[src/rtl/adder_pkg.sv]
// Shared defaults and the elaboration-time width check for the pipelined adder.
package adder_pkg;

    localparam int ADDER_WIDTH  = 32;
    localparam int ADDER_STAGES = 4;

    // True when WIDTH splits into STAGES equal, non-empty chunks.
    function automatic bit adder_width_ok(input int width, input int stages);
        return (stages >= 1) && (stages <= width) && ((width % stages) == 0);
    endfunction

endpackage

[src/rtl/add_stage.sv]
// Combinational CHUNK-bit adder slice with carry in/out; one per pipeline stage.
module add_stage
    import adder_pkg::*;
#(
    parameter int CHUNK = 8
) (
    input  logic [CHUNK-1:0] i_a,
    input  logic [CHUNK-1:0] i_b,
    input  logic             i_cin,
    output logic [CHUNK-1:0] o_sum,
    output logic             o_cout
);

    logic [CHUNK:0] w_total;

    assign w_total = {1'b0, i_a} + {1'b0, i_b} + {{CHUNK{1'b0}}, i_cin};
    assign o_sum   = w_total[CHUNK-1:0];
    assign o_cout  = w_total[CHUNK];

endmodule

[src/rtl/pipe_adder.sv]
// Pipelined adder/subtractor: one CHUNK-bit slice per stage, carry registered between
// stages, valid/ready handshake with bubble-collapsing backpressure.
module pipe_adder
    import adder_pkg::*;
#(
    parameter int WIDTH  = ADDER_WIDTH,
    parameter int STAGES = ADDER_STAGES
) (
    input  logic             clk,
    input  logic             rst,
    input  logic             in_valid,
    output logic             in_ready,
    input  logic [WIDTH-1:0] a,
    input  logic [WIDTH-1:0] b,
    input  logic             cin,
    input  logic             sub,
    output logic             out_valid,
    input  logic             out_ready,
    output logic [WIDTH-1:0] rslt,
    output logic             cout,
    output logic             ovf
);

    localparam int CHUNK = WIDTH / STAGES;

    if (!adder_width_ok(WIDTH, STAGES)) begin : g_bad_width
        $error("pipe_adder: WIDTH must be a multiple of STAGES and STAGES in 1..WIDTH");
    end

    // Stage gi consumes the low CHUNK bits of its a/b inputs; the remaining operand
    // bits are shifted down as they move on, and finished sum chunks enter the result
    // from the top so that after STAGES shifts the result is aligned.
    logic [WIDTH-1:0]  w_a_in   [STAGES];
    logic [WIDTH-1:0]  w_b_in   [STAGES];
    logic [WIDTH-1:0]  w_res_in [STAGES];
    logic              w_c_in   [STAGES];
    logic              w_sub_in [STAGES];
    logic [STAGES-1:0] w_valid_in;
    logic [STAGES-1:0] w_valid;
    logic [STAGES-1:0] w_load;
    logic [STAGES-1:0] w_drain;

    assign w_a_in[0]     = a;
    assign w_b_in[0]     = b ^ {WIDTH{sub}};
    assign w_c_in[0]     = cin ^ sub;
    assign w_sub_in[0]   = sub;
    assign w_res_in[0]   = '0;
    assign w_valid_in[0] = in_valid;

    // Ready ripples back from the output: a stage may load when empty or when the
    // stage after it is taking its contents this cycle.
    always_comb begin
        w_load              = '0;
        w_drain             = '0;
        w_drain[STAGES-1]   = out_ready;
        w_load[STAGES-1]    = !w_valid[STAGES-1] | out_ready;
        for (int k = STAGES - 2; k >= 0; k--) begin
            w_drain[k] = w_load[k+1];
            w_load[k]  = !w_valid[k] | w_drain[k];
        end
    end

    assign in_ready = w_load[0];

    genvar gi;
    for (gi = 0; gi < STAGES; gi++) begin : g_stage
        logic [CHUNK-1:0] w_sum;
        logic             w_carry;
        logic [WIDTH-1:0] w_sum_ext;
        logic [WIDTH-1:0] w_res_next;

        add_stage #(.CHUNK(CHUNK)) u_add (
            .i_a    (w_a_in[gi][CHUNK-1:0]),
            .i_b    (w_b_in[gi][CHUNK-1:0]),
            .i_cin  (w_c_in[gi]),
            .o_sum  (w_sum),
            .o_cout (w_carry)
        );

        assign w_sum_ext  = WIDTH'(w_sum);
        assign w_res_next = (w_res_in[gi] >> CHUNK) | (w_sum_ext << (WIDTH - CHUNK));

        if (gi < STAGES - 1) begin : g_mid
            logic             r_valid;
            logic             r_c;
            logic             r_sub;
            logic [WIDTH-1:0] r_a;
            logic [WIDTH-1:0] r_b;
            logic [WIDTH-1:0] r_res;

            always_ff @(posedge clk) begin
                if (rst) begin
                    r_valid <= 1'b0;
                end else if (w_load[gi]) begin
                    r_valid <= w_valid_in[gi];
                    r_a     <= w_a_in[gi] >> CHUNK;
                    r_b     <= w_b_in[gi] >> CHUNK;
                    r_res   <= w_res_next;
                    r_c     <= w_carry;
                    r_sub   <= w_sub_in[gi];
                end
            end

            assign w_valid[gi]      = r_valid;
            assign w_valid_in[gi+1] = r_valid;
            assign w_a_in[gi+1]     = r_a;
            assign w_b_in[gi+1]     = r_b;
            assign w_res_in[gi+1]   = r_res;
            assign w_c_in[gi+1]     = r_c;
            assign w_sub_in[gi+1]   = r_sub;
        end else begin : g_last
            logic             r_valid;
            logic [WIDTH-1:0] r_rslt;
            logic             r_cout;
            logic             r_ovf;

            // The top chunk's MSBs are the operand sign bits, so overflow is decided here.
            always_ff @(posedge clk) begin
                if (rst) begin
                    r_valid <= 1'b0;
                    r_rslt  <= '0;
                    r_cout  <= 1'b0;
                    r_ovf   <= 1'b0;
                end else if (w_load[gi]) begin
                    r_valid <= w_valid_in[gi];
                    r_rslt  <= w_res_next;
                    r_cout  <= w_carry ^ w_sub_in[gi];
                    r_ovf   <= (w_a_in[gi][CHUNK-1] == w_b_in[gi][CHUNK-1])
                             & (w_sum[CHUNK-1] != w_a_in[gi][CHUNK-1]);
                end
            end

            assign w_valid[gi] = r_valid;
            assign out_valid   = r_valid;
            assign rslt        = r_rslt;
            assign cout        = r_cout;
            assign ovf         = r_ovf;
        end
    end

endmodule

[config.mk]
export PLATFORM = sky130hd
export DESIGN_NAME = pipe_adder
export DESIGN_NICKNAME = d
export VERILOG_FILES = /design/src/rtl/adder_pkg.sv /design/src/rtl/add_stage.sv /design/src/rtl/pipe_adder.sv
export SDC_FILE = /design/constraint.sdc
export NUM_CORES = 1
export LEC_CHECK = 0
export ABC_AREA = 1
export CORE_MARGIN = 2
export CORE_UTILIZATION = 55
export CTS_CLUSTER_DIAMETER = 80
export CTS_CLUSTER_SIZE = 24
export DETAILED_ROUTE_END_ITERATION = 8
export GPL_ROUTABILITY_DRIVEN = 0
export PLACE_DENSITY_LB_ADDON = 0.08
export SYNTH_ARGS = -nofsm -noshare
export SYNTH_HDL_FRONTEND = slang
export SYNTH_SLANG_ARGS = --single-unit
[constraint.sdc]
create_clock -name clk -period 12.6 [get_ports clk]
set_input_delay 2.52 -clock clk [delete_from_list [all_inputs] [get_ports clk]]
set_output_delay 2.52 -clock clk [all_outputs]
set_load 0.005 [all_outputs]
# Word level (Yosys, flattened, before mapping)
# Cells that the tools add are included.
totals:
  register_bits: 212
  inputBits: 70
  output_inout_bits: 36
  wordCells: 51
classes:
  n_addsub: 8
  eq_ne: 2
  bitwise: 12
  n_reduce_logical: 7
op_table:
  columns: ["cell", "n"]
  rows:
  - ["24-bit by 32-bit bitwise OR with 32-bit output", 3]
  - ["8-bit by 8-bit adder with 9-bit output", 4]
  - ["9-bit by 1-bit adder with 9-bit output", 4]
  - ["32-bit XOR", 1]
  - ["2-bit AND reduction", 3]
  - ["1-bit zero test", 4]
  - ["1-bit bitwise OR", 4]
  - ["1-bit XOR", 2]
  - ["1-bit AND", 1]
  - ["1-bit == test", 1]
  - ["1-bit != test", 1]
  - ["1-bit NOT", 1]

# Depth between registers and ports, before layout
# Gate-level depths: netlist (run 1).
logic_depth:
  depth_word: 6
  depth_mapped: 13
  ltp_nobuf: 11

# Hierarchy
# A second synthesis (run 1) with hierarchy kept.
hier_totals:
  cells_unflattened: 597
  hier_area_um2: 7741.2
by_module_without_submodules:
  columns: ["module", "n_inst", "cells_per_inst", "area_per_inst_um2", "seq_area_each_um2"]
  rows:
  - ["pipe_adder", 1, 361, 6206.0, 5265.0]
  - ["add_stage at g_stage[1].u_add ...", 3, 59, 384.1, 0.0]
  - ["add_stage at g_stage[0].u_add", 1, 59, 382.9, 0.0]

# Least setup slack after synthesis (run 1)
# Ideal clock, no wire load.
synth_path:
  path_type: "input -> register"
  startpoint: "in out_ready"
  endpoint: "reg g_stage[0].g_mid.r_a[0], enable pin"
  setup_time_ps: 494
  t_arrival_ps: 5536
  required_ps: 12106
  slack_ps: 6570
  stages: 4
  n_path_buf: 0
  path_cell_list: "nor2_4 > nand2_1 > nor2_2 > a21oi_1"
synth_between:
  elab_chain_len: 5
synth_rtl:
  columns: ["element", "line_no", "rtl"]
  rows:
  - ["start: declaration", "pipe_adder.sv:18", "input logic out_ready,"]
  - ["1-bit bitwise OR", "pipe_adder.sv:56", "w_load[STAGES-1] = !w_valid[STAGES-1] | out_ready;"]
  - ["1-bit bitwise OR (3 in series)", "pipe_adder.sv:59", "w_load[k] = !w_valid[k] | w_drain[k];"]
  - ["2-bit AND reduction (no source line)", null, null]
  - ["end signal: assignment", "pipe_adder.sv:96", "r_a <= w_a_in[gi] >> CHUNK;"]
  - ["end: declaration", "pipe_adder.sv:87", "logic [WIDTH-1:0] r_a;"]
# No other way between the ends.
# A chain may end at the register's enable or synchronous reset.

# Worst setup path in the final report (run 1)
layout_path:
  startpoint: "in out_ready"
  endpoint: "out in_ready"
layout_between:
  elab_chain_len: 4
layout_rtl:
  columns: ["element", "line_no", "rtl"]
  rows:
  - ["1-bit bitwise OR", "pipe_adder.sv:56", null]
  - ["1-bit bitwise OR (3 in series)", "pipe_adder.sv:59", null]
  - ["end: declaration", "pipe_adder.sv:12", "output logic in_ready,"]
# No other way between the ends.

==> results.cfg, run 1 <==
[synthesis]
syn-instance-count = 559
synth.yosys.warnings = 0
ys_ff_latch = 188
avgSynthCellArea_um2 = 13.5
synth_adder_area_share = 0.0679
cell_accounting_for_the_most_synthesized_area = sky130_fd_sc_hd__edfxtp_1
synthesis.area_um2 = 7520
muxShareOfSynthArea = 0
synthFlopType = sky130_fd_sc_hd__edfxtp_1
synth-edff-count = 150
dominant_combinational_cell_family_by_area_after_synthesis = simple AND/OR/NAND/NOR gates
synth_top_area_share = 0.599
synth_commonest_cells = sky130_fd_sc_hd__edfxtp_1, sky130_fd_sc_hd__nand2_1, sky130_fd_sc_hd__nor2_1, sky130_fd_sc_hd__xor2_1, sky130_fd_sc_hd__inv_1
synth_compound_gate_area_share = 0.0544
seq_area_frac_synth = 0.700
postSynthNetCount = 665
synth.distinct_cells = 30
synth_xor_area_frac = 0.0617
async_flop_share = 0
post_synth_and_or_nand_nor_area_fraction = 0.0812
yosysMostFrequentCell = sky130_fd_sc_hd__edfxtp_1
largest_cells_by_area_after_synthesis = sky130_fd_sc_hd__edfxtp_1, sky130_fd_sc_hd__dfxtp_1, sky130_fd_sc_hd__xor2_1, sky130_fd_sc_hd__ha_1, sky130_fd_sc_hd__nand2_1

[detailed_routing]
drt-total-wl_um = 11900
drt-vias-per-instance = 5.01
antenna_left = 0
detailedRoute.firstIterationViolations = 210
post-route-drc-count = 0
detailroute.via_count = 4306
drt_pass1_iterations = 5
wire_per_inst_um = 13.9

[clock_network]
htreeDepth = 4
tritoncts = yes
number_of_buffers_created_by_cts = 17
num_clock_sinks = 188
cts_post_setup_buffers_inserted = 0
cts_max_path_buffers = 2
clkTransAtPathRegs_ns = 0.07
worst_skew_pair.late_latency_ns = 0.42
ctsResizeCount = 0
cts_root_buffer = sky130_fd_sc_hd__clkbuf_16
cts_hold_buf = 0

[power]
power_density_nw_per_um2 = 160
leak_pwr_uw = 0.00377
ir_drop_uv = 99.5

[critical_path]
crit_type = in -> out
cp-startpoint = out_ready
timing.critical_path.cells = clkdlybuf4s50_1, nor2_4, nand2_1, nor2_2, nand2_1, clkdlybuf4s50_1
crit_slowest_cell = sky130_fd_sc_hd__nor2_4
startpoint_of_the_most_critical_register_to_register_path = out_valid
startpoint_type = primary input
critical_path_peak_fanout = 31
timing.critical_path.arrival_ns = 4.59
cpPeakStageDelay_ns = 0.58
crit_path_end_kind = primary output
critical_path_required_ns = 10.08

[final_layout]
layout-drive-gt1-share = 0.0702
nNetsFinal = 777
final_core_occ = 0.703
antenna-diode-count = 0
layout-area-overhead-vs-synth_pct = 24.2

[floorplan]
die_footprint_um2 = 14600
core_um2 = 13300
starting_utilization_of_the_core_area = 0.566
core.rowCount = 42
fp.dieH_um = 121
io_pins = 106
die-width_um = 121

[grt]
overflow = 0
global_route_wire_length_before_repair_um = 19800
grt_usage = 0.179
antenna_violations_before_repair = 0
grt_max_degree = 59
via_count_of_the_first_global_routing_pass = 4361

[sta]
hold-worst-slack_ns = 0.419
layout_worst_path_cycle_share = 0.564
tightestPinTransition_ns = 1.05
setup_viol = 0
max_slew_headroom_at_the_worst_pin = 0.298
hold_viol = 0
timing.fmax_ghz = 0.141
finClkSkew_ns = 0.00642
slew_violations = 0
final_period_minus_worst_setup_slack_ns = 7.11
setup_tns_after_final_layout_ns = 0
grt_setup_unrepaired = no

[flow_run]
max-cap-violations = 0

[placed_design]
port_buffers = 105
post_dp_hpwl_um = 8090

[run_status]
status = completed

[hold_path]
timing.hold.worst.class = reg -> reg
worst_hold_startpoint = g_stage[1].g_mid.r_b[11]
state kept, by name (all words and copies together) (netlist names):
name	flops
g_stage.g_mid.r_res	48
rslt	32
ovf	1
g_stage.g_mid.r_b	48
g_stage.g_mid.r_sub	3
g_stage.g_mid.r_a	48
cout	1
g_stage.g_mid.r_c	3
g_stage.g_mid.r_valid	3
out_valid	1
layout by cell type, fill, tap and decap left out, types with 17 or more instances in the layout:
cell type	n
sky130_fd_sc_hd__a21oi_1	20
sky130_fd_sc_hd__clkbuf_16	17
sky130_fd_sc_hd__clkdlybuf4s50_1	104
sky130_fd_sc_hd__dfxtp_1	38
sky130_fd_sc_hd__edfxtp_1	150
sky130_fd_sc_hd__ha_1	28
sky130_fd_sc_hd__inv_1	43
sky130_fd_sc_hd__nand2_1	64
sky130_fd_sc_hd__nor2_1	58
sky130_fd_sc_hd__o21ai_1	24
sky130_fd_sc_hd__xor2_1	48
final cells by class:
cell class	count	area, µm²
clock buffer	17	425
timing repair buffer	107	1060
fill	898	3950
multi-input combinational	309	2010
clock inverter	15	185
inverter	48	180
sequential	188	5270
tap	176	220
final timing paths:
| check | end | slack [ns] | cells past startpoint |
|---|---|---|---|
| max | in_ready | 5.49 | 6 |
| min | g_stage[2].g_mid.r_b[3] | 0.42 | 0 |
| max reg2reg | g_stage[1].g_mid.r_a[8] | 10.31 | 5 |
| min reg2reg | g_stage[2].g_mid.r_b[3] | 0.42 | 0 |
layer usage:
metal	track usage	share of wire	up-vias
li1	-	-	2154
met1	0.201	0.39	2034
met2	0.323	0.54	95
met3	0.0437	0.044	23
met4	0.0734	0.022	0
met5	0	0	-
logic make-up (layout without fill, tap and decap cells):
kind of cell / after synthesis / count (layout)
buf+inv: 62 / 187
flops: 188 / 188
simple gates: 148 / 148
fa+ha+maj: 36 / 36
xor+xnor: 53 / 53
compound gates: 72 / 72
power breakdown:
group          internal [µW]  switching, µW
logic                   87.8           89.4
clock network            316            225
registers                754           23.0
worst max-delay path, delay by kind of cell:
family	cells	cell delay, ns
buffers and inverters	2	0.90
AND/OR/NAND/NOR	4	1.16
through the flow:
step / instance area, µm² / power (µW) / std cells / setup WS [ns]
after floorplan: 7520 / 889 / 559 / 6.57
after global placement: 8730 / 957 / 828 / 5.54
after detailed placement: 8730 / 968 / 828 / 5.49
after CTS: 9340 / 1510 / 860 / 5.49
after global routing: 9340 / 1570 / 860 / 5.35
final: 9340 / 1490 / 860 / 5.49
No activity file was read; power rests on OpenSTA's default activity.
==> run 2, diff against run 1 <==
--- a/config.mk
+++ b/config.mk
@@ -7,7 +7,7 @@
 export LEC_CHECK = 0
 export ABC_AREA = 1
 export CORE_MARGIN = 2
-export CORE_UTILIZATION = 55
+export CORE_UTILIZATION = 54
 export CTS_CLUSTER_DIAMETER = 80
 export CTS_CLUSTER_SIZE = 24
 export DETAILED_ROUTE_END_ITERATION = 8
==> constraint.sdc (replaced) <==
create_clock -name clk -period 6.7 [get_ports clk]
set_input_delay 1.34 -clock clk [delete_from_list [all_inputs] [get_ports clk]]
set_output_delay 1.34 -clock clk [all_outputs]
set_load 0.005 [all_outputs]
==> results.cfg, run 2 (synthesis results as in run 1) <==
[run_status]
status = completed

[detailed_routing]
wire_per_inst_um = 13.8
antenna_left = 0
drt_pass1_iterations = 4
drt-vias-per-instance = 4.97
post-route-drc-count = 0
drt-total-wl_um = 12000
detailedRoute.firstIterationViolations = 225
detailroute.via_count = 4300

[floorplan]
starting_utilization_of_the_core_area = 0.548
core_um2 = 13700
core.rowCount = 43
die-width_um = 122
die_footprint_um2 = 14900
fp.dieH_um = 122
io_pins = 106

[grt]
grt_usage = 0.174
global_route_wire_length_before_repair_um = 19400
overflow = 0
grt_max_degree = 59
antenna_violations_before_repair = 0
via_count_of_the_first_global_routing_pass = 4281

[placed_design]
post_dp_hpwl_um = 8170
port_buffers = 105
postPlaceCellArea_um2 = 8750
place.detailed.instances = 834

[clock_network]
tritoncts = yes
cts_max_path_buffers = 2
cts_hold_buf = 0
ctsResizeCount = 0
num_clock_sinks = 188
worst_skew_pair.late_latency_ns = 0.42
cts_post_setup_buffers_inserted = 0
cts_root_buffer = sky130_fd_sc_hd__clkbuf_16
number_of_buffers_created_by_cts = 17
htreeDepth = 4
clkTransAtPathRegs_ns = 0.06

[critical_path]
ff2ff_setup_slack_ns = 4.53
startpoint_of_the_most_critical_register_to_register_path = g_stage[0].g_mid.r_c
critical_path_peak_fanout = 31
cpPeakStageDelay_ns = 0.46
worstPathBufferInverterCount = 3
timing.critical_path.max_delay_family = buffers and inverters
r2r_end = g_stage[1].g_mid.r_res[30]
crit_slowest_cell = sky130_fd_sc_hd__clkdlybuf4s50_1
critical_path_required_ns = 5.36
timing.critical_path.arrival_ns = 3.18
timing.critical_path.cells = clkdlybuf4s50_1, nor2_4, buf_4, nand2_1, nor2_2, nand2_1, clkdlybuf4s50_1
crit_type = in -> out
startpoint_type = primary input
crit_path_end_kind = primary output
worstRegToRegCells = 9

[final_layout]
layout-drive-gt1-share = 0.0685
layout_commonest_cell = sky130_fd_sc_hd__edfxtp_1
largest_registers = g_stage.g_mid.r_a (48), g_stage.g_mid.r_b (48), g_stage.g_mid.r_res (48)
postLayoutCellArea_um2 = 9370
nNetsFinal = 779
layoutNonFillerInstCount = 866
antenna-diode-count = 0
filler_cell_count = 985
layout-area-overhead-vs-synth_pct = 24.6
most-common-layout-cells = sky130_fd_sc_hd__edfxtp_1, sky130_fd_sc_hd__clkdlybuf4s50_1, sky130_fd_sc_hd__nand2_1, sky130_fd_sc_hd__nor2_1, sky130_fd_sc_hd__xor2_1

[sta]
hold_viol = 0
grt_setup_unrepaired = no
setup_tns_after_final_layout_ns = 0
setup_viol = 0
finClkSkew_ns = 0.00941
slew_violations = 0
hold-worst-slack_ns = 0.417
max_slew_headroom_at_the_worst_pin = 0.304
timing.fmax_ghz = 0.221
layout_worst_path_cycle_share = 0.674
tightestPinTransition_ns = 1.04
final_period_minus_worst_setup_slack_ns = 4.52

[hold_path]
worst_hold_startpoint = g_stage[0].g_mid.r_b[9]
worst_hold_path.endpoint = g_stage[1].g_mid.r_b[1]
timing.hold.worst.class = reg -> reg
holdPathStages = 0

[power]
total_power_uw = 2820
leak_pwr_uw = 0.00378
power_density_nw_per_um2 = 301
ir_drop_uv = 164

[flow_run]
max-cap-violations = 0
## run 2: routing by layer
layer	GRT usage	part of all wire
met5	0	0
met4	0.0819	0.023
met3	0.0581	0.049
met2	0.299	0.51
met1	0.196	0.42
## run 2: final cells by class
cell class / count / area [µm²] / share of cell area
sequential: 188 / 5270 / 0.562
multi-input combinational: 309 / 2010 / 0.214
timing repair buffer: 109 / 1080 / 0.115
clock buffer: 21 / 450 / 0.0481
tap: 180 / 225 / 0.0240
inverter: 48 / 180 / 0.0192
clock inverter: 11 / 170 / 0.0182
## run 2: worst max path at each step
| stage | slack (ns) | endpoint | startpoint | depth (start not counted) |
|---|---|---|---|---|
| after floorplan | 1.85 | g_stage[0].g_mid.r_a[0] | out_ready | 4 |
| after global placement | 2.23 | in_ready | out_ready | 7 |
| after detailed placement | 2.17 | in_ready | out_ready | 7 |
| after CTS | 2.17 | in_ready | out_ready | 7 |
| after global routing | 2.00 | in_ready | out_ready | 7 |
| final | 2.18 | in_ready | out_ready | 7 |
## run 2: where the power goes
| group | switching, µW | total, µW | internal (µW) |
|---|---|---|---|
| clock | 394 | 1030 | 634 |
| combinational | 166 | 331 | 165 |
| sequential | 42.8 | 1460 | 1420 |
## run 2: metrics by stage
step,utilization,setup WS (ns)
2_1_floorplan,-,1.85
3_3_place_gp,0.638,2.23
3_5_place_dp,0.638,2.17
4_1_cts,0.683,2.17
5_1_grt,0.683,2.00
6_report,0.683,2.18
==> run 3, diff against run 2 <==
--- a/config.mk
+++ b/config.mk
@@ -7,7 +7,7 @@
 export LEC_CHECK = 0
 export ABC_AREA = 1
 export CORE_MARGIN = 2
-export CORE_UTILIZATION = 54
+export CORE_UTILIZATION = 49
 export CTS_CLUSTER_DIAMETER = 80
 export CTS_CLUSTER_SIZE = 24
 export DETAILED_ROUTE_END_ITERATION = 8
==> constraint.sdc (replaced) <==
create_clock -name clk -period 3.84 [get_ports clk]
set_input_delay 0.768 -clock clk [delete_from_list [all_inputs] [get_ports clk]]
set_output_delay 0.768 -clock clk [all_outputs]
set_load 0.005 [all_outputs]
==> results.cfg, run 3 (synthesis results as in run 1) <==
[final_layout]
layout-area-overhead-vs-synth_pct = 24.8
nNetsFinal = 782
layout_commonest_cell = sky130_fd_sc_hd__edfxtp_1
final_core_occ = 0.622
antenna-diode-count = 0
largest_registers = g_stage.g_mid.r_a (48), g_stage.g_mid.r_b (48), g_stage.g_mid.r_res (48)
layout-drive-gt1-share = 0.0726
filler_cell_count = 1181
most-common-layout-cells = sky130_fd_sc_hd__edfxtp_1, sky130_fd_sc_hd__clkdlybuf4s50_1, sky130_fd_sc_hd__nand2_1, sky130_fd_sc_hd__nor2_1, sky130_fd_sc_hd__xor2_1

[power]
comb_power_share = 0.122
ir_drop_uv = 346
p_int_uw = 3790
switching_part_of_the_total_power = 0.215
fraction_of_power_consumed_by_sequential_logic = 0.528
leak_pwr_uw = 0.00379
power_spent_charging_and_discharging_nets_uw = 1040
power_density_nw_per_um2 = 514
share_clk_of_total_power = 0.351

[hold_path]
timing.hold.worst.class = reg -> reg

[floorplan]
io_pins = 106
core.rowCount = 45
die_footprint_um2 = 16400
starting_utilization_of_the_core_area = 0.499
core_um2 = 15100
die-width_um = 128
fp.dieH_um = 128

[clock_network]
cts_post_setup_buffers_inserted = 0
cts_max_path_buffers = 2
clkTransAtPathRegs_ns = 0.06
cts_hold_buf = 0
num_clock_sinks = 188
cts_root_buffer = sky130_fd_sc_hd__clkbuf_16
tritoncts = yes
ctsResizeCount = 0
htreeDepth = 4
number_of_buffers_created_by_cts = 17
worst_skew_pair.late_latency_ns = 0.42

[sta]
final_period_minus_worst_setup_slack_ns = 2.96
finClkSkew_ns = 0.00676
max_slew_headroom_at_the_worst_pin = 0.496
grt_setup_unrepaired = no
setup_viol = 0
timing.fmax_ghz = 0.338
tightestPinTransition_ns = 0.755
setup_tns_after_final_layout_ns = 0
slew_violations = 0
hold_viol = 0
layout_worst_path_cycle_share = 0.770

[critical_path]
timing.critical_path.arrival_ns = 2.19
cp-startpoint = out_ready
startpoint_type = primary input
crit_type = in -> out
ff2ff_setup_slack_ns = 1.66
endpoint = in_ready
crit_path_end_kind = primary output
critical_path_peak_fanout = 4
critical_path_required_ns = 3.07
startpoint_of_the_most_critical_register_to_register_path = g_stage[1].g_mid.r_c
worstRegToRegCells = 9
r2r_end = g_stage[2].g_mid.r_res[30]

[grt]
grt_usage = 0.160
via_count_of_the_first_global_routing_pass = 4228
overflow = 0
grt_max_degree = 43
global_route_wire_length_before_repair_um = 19700
antenna_violations_before_repair = 0

[detailed_routing]
drt_pass1_iterations = 5
detailedRoute.firstIterationViolations = 161
drt-vias-per-instance = 4.93
antenna_left = 0
drt-total-wl_um = 12400
wire_per_inst_um = 14.1
post-route-drc-count = 0
detailroute.via_count = 4324

[placed_design]
port_buffers = 105
post_dp_hpwl_um = 8560

[run_status]
status = completed

[flow_run]
max-cap-violations = 0
-- run 3: cell count changes in the layout (fill, tap and decap cells not counted) --
cell	previous run	this run
sky130_fd_sc_hd__buf_12	0	2
sky130_fd_sc_hd__buf_4	4	5
sky130_fd_sc_hd__bufinv_16	4	2
sky130_fd_sc_hd__clkbuf_8	1	4
sky130_fd_sc_hd__clkinv_2	1	3
sky130_fd_sc_hd__clkinv_4	3	0
sky130_fd_sc_hd__clkinvlp_4	2	1
sky130_fd_sc_hd__inv_2	4	5
-- run 3: worst min-delay path by stage --
stage | start | to | slack (ns) | depth (start not counted)
3_3_place_gp | g_stage[1].g_mid.r_a[13] | g_stage[2].g_mid.r_a[5] | 0.40 | 0
6_report | g_stage[0].g_mid.r_sub | g_stage[1].g_mid.r_sub | 0.41 | 0
5_1_grt | g_stage[0].g_mid.r_sub | g_stage[1].g_mid.r_sub | 0.42 | 0
2_1_floorplan | g_stage[0].g_mid.r_a[8] | g_stage[1].g_mid.r_a[0] | 0.40 | 0
3_5_place_dp | g_stage[0].g_mid.r_a[22] | g_stage[1].g_mid.r_a[14] | 0.40 | 0
4_1_cts | g_stage[0].g_mid.r_sub | g_stage[1].g_mid.r_sub | 0.41 | 0
-- run 3: layout make-up --
cell class,instances,area [µm²],share of cell area
Clock buffer,24,492,0.0524
Clock inverter,8,90.1,0.00959
Multi-Input combinational cell,309,2010,0.214
Tap cell,188,235,0.0250
Inverter,48,180,0.0192
Timing Repair Buffer,112,1120,0.120
Sequential cell,188,5270,0.561
-- run 3: power by group through the flow --
stage	Combinational (µW)	Sequential [µW]	Clock, µW
finish	587	2550	1690
CTS	594	2550	1720
detailed placement	590	2590	0
global route	658	2570	1810
global placement	575	2580	0
floorplan	340	2580	0
-- run 3: worst max-delay path, stage by stage --
cell                              delay (ns)
sky130_fd_sc_hd__clkdlybuf4s50_1        0.45
sky130_fd_sc_hd__nor2_4                 0.12
sky130_fd_sc_hd__nand2_1                0.11
sky130_fd_sc_hd__nor2_2                 0.20
sky130_fd_sc_hd__nand2_1                0.09
sky130_fd_sc_hd__clkdlybuf4s50_1        0.45
-- run 3: metrics by stage --
stage	instances	area, µm²	hold WS, ns	total power [µW]	worst slack (ns)
floorplan	559	7530	0.400	2920	0.744
global placement	845	8810	0.401	3160	0.931
detailed placement	845	8810	0.405	3180	0.871
CTS	877	9390	0.415	4870	0.865
global route	877	9390	0.416	5040	0.760
finish	877	9390	0.410	4830	0.882
-- run 3: routing by layer --
| layer | GRT usage | wire (µm) | vias up |
|---|---|---|---|
| met3 | 0.0505 | 641 | 20 |
| li1 | - | - | 2173 |
| met5 | 0 | 0 | - |
| met1 | 0.187 | 5270 | 2030 |
| met2 | 0.277 | 6250 | 101 |
| met4 | 0.0627 | 211 | 0 |
